<file path="config.mk">
export PLATFORM = sky130hd
export DESIGN_NAME = seq_detect_prog
export DESIGN_NICKNAME = d
export VERILOG_FILES = /design/src/rtl/seq_detect_pkg.sv /design/src/rtl/seq_detect_prog_match_counter.sv /design/src/rtl/seq_detect_prog.sv
export SDC_FILE = /design/constraint.sdc
export NUM_CORES = 1
export LEC_CHECK = 0
export CAP_MARGIN = 40
export CORE_MARGIN = 2
export CORE_UTILIZATION = 50
export DETAILED_ROUTE_END_ITERATION = 6
export GPL_TIMING_DRIVEN = 0
export PLACE_DENSITY = 0.81
export SLEW_MARGIN = 25
export SYNTH_ARGS = -nofsm -noshare
export SYNTH_HDL_FRONTEND = slang
export SYNTH_SLANG_ARGS = --single-unit
</file>
<file path="constraint.sdc">
create_clock -name clk -period 5 [get_ports clk]
set_input_delay 0.75 -clock clk [delete_from_list [all_inputs] [get_ports clk]]
set_output_delay 0.75 -clock clk [all_outputs]
set_load 0.1 [all_outputs]
</file>
<file path="src/rtl/seq_detect_pkg.sv">
// Shared constants for the programmable serial pattern detector:
// reset-time configuration and the length-field width helper.
package seq_detect_pkg;

    localparam logic [31:0] DEF_PATTERN = 32'b1101;
    localparam int          DEF_LEN     = 4;
    localparam logic        DEF_OVERLAP = 1'b1;

    // Width needed to hold a length value in the range 0..max_len.
    function automatic int len_w(input int max_len);
        return $clog2(max_len + 1);
    endfunction

endpackage

</file>
<file path="src/rtl/seq_detect_prog_match_counter.sv">
// Saturating match counter with a synchronous clear that outranks increment.
module match_counter #(
    parameter int CNT_W = 16
) (
    input  logic             clk,
    input  logic             reset,
    input  logic             inc,
    input  logic             clr,
    output logic [CNT_W-1:0] count,
    output logic             sat
);

    logic [CNT_W-1:0] r_count;

    always_ff @(posedge clk) begin
        if (reset) begin
            r_count <= '0;
        end else if (clr) begin
            r_count <= '0;
        end else if (inc && !sat) begin
            r_count <= r_count + 1'b1;
        end
    end

    assign count = r_count;
    assign sat   = &r_count;

endmodule

</file>
<file path="src/rtl/seq_detect_prog.sv">
// Programmable serial sequence detector: Mealy match pulse on the last bit of
// the configured pattern, optional overlap, plus a saturating match counter.
module seq_detect_prog
    import seq_detect_pkg::*;
#(
    parameter  int MAX_LEN = 8,
    parameter  int CNT_W   = 16,
    localparam int LEN_W   = len_w(MAX_LEN)
) (
    input  logic               clk,
    input  logic               reset,
    input  logic               din,
    input  logic               din_valid,
    input  logic               cfg_load,
    input  logic [MAX_LEN-1:0] cfg_pattern,
    input  logic [LEN_W-1:0]   cfg_len,
    input  logic               cfg_overlap,
    input  logic               clr_count,
    output logic               dout,
    output logic [CNT_W-1:0]   match_count,
    output logic               count_sat,
    output logic               cfg_err
);

    logic [MAX_LEN-1:0] pat_r;
    logic [LEN_W-1:0]   len_r;
    logic               ovl_r;
    logic [MAX_LEN-2:0] hist;
    logic [LEN_W-1:0]   fill;
    logic               r_cfg_err;

    logic [MAX_LEN-1:0] w_window;
    logic [MAX_LEN-1:0] w_mask;
    logic               w_cfg_ok;
    logic               w_shift;
    logic               w_full;
    logic               w_hit;

    // The window is the last len_r bits seen, newest in bit 0; bits above
    // len_r are masked out so a single compare covers every length.
    always_comb begin
        w_mask = '0;
        for (int i = 0; i < MAX_LEN; i++) begin
            w_mask[i] = (i < int'(len_r));
        end
        w_window = {hist, din};
        w_cfg_ok = (cfg_len != '0) && (cfg_len <= LEN_W'(MAX_LEN));
        w_shift  = din_valid && !cfg_load && !reset;
        w_full   = (fill >= (len_r - LEN_W'(1)));
        w_hit    = (((w_window ^ pat_r) & w_mask) == '0);
        dout     = w_shift && w_full && w_hit;
    end

    always_ff @(posedge clk) begin
        if (reset) begin
            pat_r     <= MAX_LEN'(DEF_PATTERN);
            len_r     <= LEN_W'(DEF_LEN);
            ovl_r     <= DEF_OVERLAP;
            hist      <= '0;
            fill      <= '0;
            r_cfg_err <= 1'b0;
        end else if (cfg_load) begin
            // A rejected load keeps the old configuration and stream state.
            if (w_cfg_ok) begin
                pat_r     <= cfg_pattern;
                len_r     <= cfg_len;
                ovl_r     <= cfg_overlap;
                hist      <= '0;
                fill      <= '0;
                r_cfg_err <= 1'b0;
            end else begin
                r_cfg_err <= 1'b1;
            end
        end else if (w_shift) begin
            hist <= {hist[MAX_LEN-3:0], din};
            if (dout && !ovl_r) begin
                fill <= '0;
            end else if (!w_full) begin
                fill <= fill + LEN_W'(1);
            end
        end
    end

    assign cfg_err = r_cfg_err;

    match_counter #(
        .CNT_W(CNT_W)
    ) u_match_counter (
        .clk  (clk),
        .reset(reset),
        .inc  (dout),
        .clr  (clr_count),
        .count(match_count),
        .sat  (count_sat)
    );

endmodule

</file>
== Yosys cells after proc, flatten, opt, wreduce, memory -nomap -nowiden ==
Cells that the tools add are included.

* Flip-flop bits (word level): 41
* Input port bits: 19
* Output and inout bits: 19
* Word-level logic and storage cells: 52

* $add $sub $neg: 3
* $lt $le $gt $ge: 10
* Eq/ne operators: 2
* Mux-type cells: 9
* Bitwise operators: 2
* Reduce and logical (&&, ||, !) cells: 19

{| class="wikitable"
|+ Operators with widths
! cell !! number
|-
| $mux 7 || 3
|-
| $mux 4 || 5
|-
| $add 16x1->16 const B || 1
|-
| $lt 3x4->1 const A || 4
|-
| $reduce_and 16->1 || 1
|-
| $and 8x8->8 || 1
|-
| $logic_not 8->1 || 1
|-
| $lt 1x4->1 const A || 2
|-
| $lt 2x4->1 const A || 2
|-
| $xor 8x8->8 || 1
|-
| $logic_and 1x1->1 || 7
|-
| $add 4x1->4 const B || 1
|-
| $ge 4x4->1 || 1
|-
| $le 4x4->1 const B || 1
|-
| $logic_not 1->1 || 4
|-
| $reduce_and 2->1 || 2
|-
| $reduce_bool 4->1 || 1
|-
| $sub 4x1->4 const B || 1
|-
| $ne 3x2->1 const B || 1
|-
| $reduce_and 3->1 || 1
|-
| $ne 2x1->1 const B || 1
|-
| $reduce_bool 2->1 || 1
|-
| $reduce_or 2->1 || 1
|-
| $mux 1 || 1
|}

== Logic depth before layout (Yosys ltp) ==
* Depth in word-level cells: 9
* Gate-level depth with buffers: 11
* Mapped depth without buffers: 10

== By module ==
From an unflattened synthesis, not the netlist that was laid out.

* Cell total of the unflattened synthesis: 266
* Area total of the unflattened synthesis: 2209.6 sq um

{| class="wikitable"
|+ By module, submodules not included
! module !! instances !! cells each !! area an instance (sq um) !! seq. area each (sq um)
|-
| seq_detect_prog || 1 || 169 || 1378.8 || 500.5
|-
| match_counter || 1 || 97 || 830.8 || 320.3
|}

== Worst setup path after synthesis ==
No wires, ideal clock.

* Path kind: reg2out
* Start: reg u_match_counter.r_count[0] (netlist: u_match_counter.count[0])
* End: out count_sat
* Arrival: 4.526 ns
* Data required time: 4.250 ns
* Path slack: -0.276 ns
* Cell stages (with the launch flop): 6
* Buffers on the path: 1
* Cell sequence: dfxtp_1 -> ha_1 -> and2_1 -> clkbuf_1 -> nand2_1 -> nor4_1

* Word-level cells in the longest chain between the ends: 1

{| class="wikitable"
|+ RTL lines
! element !! line !! text
|-
| start, declared || seq_detect_prog_match_counter.sv:13 || <nowiki>logic [CNT_W-1:0] r_count;</nowiki>
|-
| start signal, assigned || seq_detect_prog_match_counter.sv:21 || <nowiki>r_count <= r_count + 1'b1;</nowiki>
|-
| $reduce_and 16->1 || seq_detect_prog_match_counter.sv:26 || <nowiki>assign sat = &r_count;</nowiki>
|-
| end, declared || seq_detect_prog.sv:21 || <nowiki>output logic count_sat,</nowiki>
|}

No other way between the ends.

== Worst setup path in the final report ==
* Start: in reset
* End: out dout

* Word-level cells in the longest chain between the ends: 4

{| class="wikitable"
|+ RTL lines
! element !! line !! text
|-
| start, declared || seq_detect_prog.sv:11 || <nowiki>input logic reset,</nowiki>
|-
| $logic_not 1->1 || seq_detect_prog.sv:48 || <nowiki>w_shift = din_valid && !cfg_load && !reset;</nowiki>
|-
| $logic_and 1x1->1 || seq_detect_prog.sv:48 ||
|-
| $logic_and 1x1->1 (2 in a row) || seq_detect_prog.sv:51 || <nowiki>dout = w_shift && w_full && w_hit;</nowiki>
|-
| end, declared || seq_detect_prog.sv:19 || <nowiki>output logic dout,</nowiki>
|}

No other way between the ends.

==> run metrics <==
largest family of logic cells by synthesized area=simple AND/OR/NAND/NOR gates; Setup Fix Bufs, Post-CTS=0; Clock Skews=5.57 ps; Worst Path Required=4250 ps; GR Util met2=42.3%; setup TNS=0 ps; critical path cell sequence=clkdlybuf4s50_1 -> nor3b_4 -> o211ai_1 -> nor4_4 -> clkdlybuf4s50_1 -> buf_8; crit share post-route=84.5%; Synth Area per Inst=8.26 um^2; XOR/XNOR Fraction of Synth Area=7.40%; antenna viol nets, final=0; DRC=0; endpoint class of the critical path=output port; fin crit period=4220 ps; Syn Std Cell Area=0.00213 mm^2; detailed-placement wirelength estimate=4.35 mm; Synth Register Bits=41; initial antenna violation count=0; H-Tree Level Count=2; initial DRC count=221; CTS tree=done; mux share of post-synthesis cell area=1.41%; Post-Route WL=5.77 mm; # setup viols final=0; status=finished, final reports clean; GP Congestion=0.800; PD cells=219 mW/mm^2; vias in the first global route=2169; most frequent cells in the layout=nand2_1, dfxtp_1, clkdlybuf4s50_1, a21oi_1, buf_8; Post-synth ARST share=0%; Num CTS Buffers=5; hold crit path type=reg -> reg; Inst Count DP=364; Routed wire per std cell=15.5 um; Hold Slack=480 ps; Final Hold Fails=0; antenna cells=0; Final Non-Filler Cells=372; Initial Util=52.5%; TritonCTS Sinks=41; startpoint types=input port; IO buf count=37; Synth Area in Adders=5.28%; Worst Path Buf+Inv=3; die height=69.3 um; I/O pin count=38; synthesized net count=286; clk slew on worst S/H paths=80 ps; GR Util met1=30.2%; Worst-Margin Slew=699 ps; commonest non-fill, non-tap cell in the layout=nand2_1; first-pass GRT wire length=9.87 mm; family with the most delay on the worst path=buffers and inverters; delay of the slowest cell on the worst path=680 ps; register area share after synthesis=38.5%; Synth Area in Simple Gates=29.4%; Via Count=2118; GR peak layer=met2; VDD IR max=0.148 mV; relative max-transition margin=53.1%; Leak=1.08 nW; Crit path top cell by count=clkdlybuf4s50_1; worst path arrival time=3470 ps; cell count after synthesis=258; Max-cap violations=0; largest net degree at the start of global routing=14; fillers=292; hold_buf cts=0; nets@finish=349; clock latency on the worst-skew pair=300 ps; Area growth syn-to-layout=38.6%; RSZ-0062 raised after global routing=no; Via-to-Cell Ratio=5.69; Crit-path slowest cell=nor4_4; Synth Area in Compound Gates=14.2%; worst-path maximum fanout=10; core area=0.00406 mm^2; Resize count post-CTS=0; root buffer cell=clkbuf_8; Yosys Warn Count=0; share of layout cells above drive strength 1=10.9%; Top FF cell, synth=dfxtp_1; Die Footprint=0.00480 mm^2; Cell variety after synth=46; fin. max-slew vios=0; met3 GRT Util=5.38%; Die Wd=69.3 um; fmax=237 MHz; Max Root-Sink Buffers=2; final global-route overflow total=0; GR Util All Layers=25.2%; critical setup path kind=in -> out; EDFF count, synth=0; Power, Total=646 uW; Row Count=23; Pre-Repair DR Iteration Count=4
==> cell usage after synthesis (2+ instances only) <==
library cell  number  share of area [%]
mux2i_1            3                1.4
o21a_1             2               0.70
nand4_1           13                3.8
nand3b_1           6                2.1
inv_1              5               0.88
or3_1              5                1.5
clkbuf_1           9                1.6
o311ai_0           2               0.82
nand2b_1           2               0.59
nor2b_1            2               0.59
nor4_1             3               0.88
xor2_1            10                4.1
xnor2_1            8                3.3
o21ai_0            6                1.4
nand3_1            9                2.1
nor2_1            15                2.6
and2_1             4                1.2
nand2_1           45                7.9
a31oi_1            2               0.59
ha_1               9                5.3
dfxtp_1           41                 39
nor3_1             4               0.94
o31ai_1            3                1.1
a21oi_1           26                6.1
or4_1              2               0.70
o41ai_1            2               0.82
==> worst paths after layout <==
check        slack (ps)      from                  endpoint  depth (start not counted)
max                 780     reset                      dout                          6
min                 480  pat_r[7]                  pat_r[7]                          2
max reg2reg        1860  len_r[0]  u_match_counter.count[7]                         11
min reg2reg         480  pat_r[7]                  pat_r[7]                          2
==> where the power goes <==
part	internal, mW	total (mW)	switching, mW
Clock	0.0963	0.214	0.118
Combinational	0.0409	0.0903	0.0494
Sequential	0.335	0.342	0.00702
Total	0.472	0.646	0.174
==> logic make-up (layout without fill, tap and decap cells) <==
| logic type | count (synthesis) | after routing |
|---|---|---|
| simple gates | 119 | 119 |
| fa+ha+maj | 9 | 9 |
| mux | 3 | 3 |
| flops | 41 | 41 |
| xor+xnor | 18 | 18 |
| buf+inv | 18 | 82 |
| compound gates | 50 | 50 |
==> final cells by class <==
cell class | count | area, um^2 | share of cell area (%)
clock buffers | 5 | 68.8 | 2.33
flip-flops and latches | 41 | 821 | 27.8
inverters | 6 | 22.5 | 0.762
well taps | 50 | 62.6 | 2.12
plain buffers | 12 | 57.6 | 1.95
clock inverters | 3 | 17.5 | 0.593
repair buffers | 56 | 668 | 22.6
multi-input cells | 199 | 1240 | 41.8
==> sequential cells by signal (all words and copies together) (netlist names) <==
register	cells
pat_r	8
u_match_counter.count	16
ovl_r	1
hist	7
cfg_err	1
len_r	4
fill	4
==> metrics by stage <==
stage	utilization (%)	area [um^2]	worst slack (ps)
after floorplan	-	2140	887
after global placement	63.3	2570	375
after detailed placement	70.7	2870	779
after CTS	72.8	2950	777
after global routing	72.8	2950	665
final	72.8	2950	776
==> tightest hold or removal path, delay by kind of cell (launching register included) <==
family	cells	cell delay (ps)
DFF	1	330
and+or+nand+nor	1	60
AOI/OAI and AO/OA	1	50
==> metal layers <==
layer,part of all wire (%),vias to the layer above
met2,49,64
met5,0,-
met4,2.8,0
li1,-,1040
met3,5.3,12
met1,43,1002
Power figures use the tool's default switching activity.
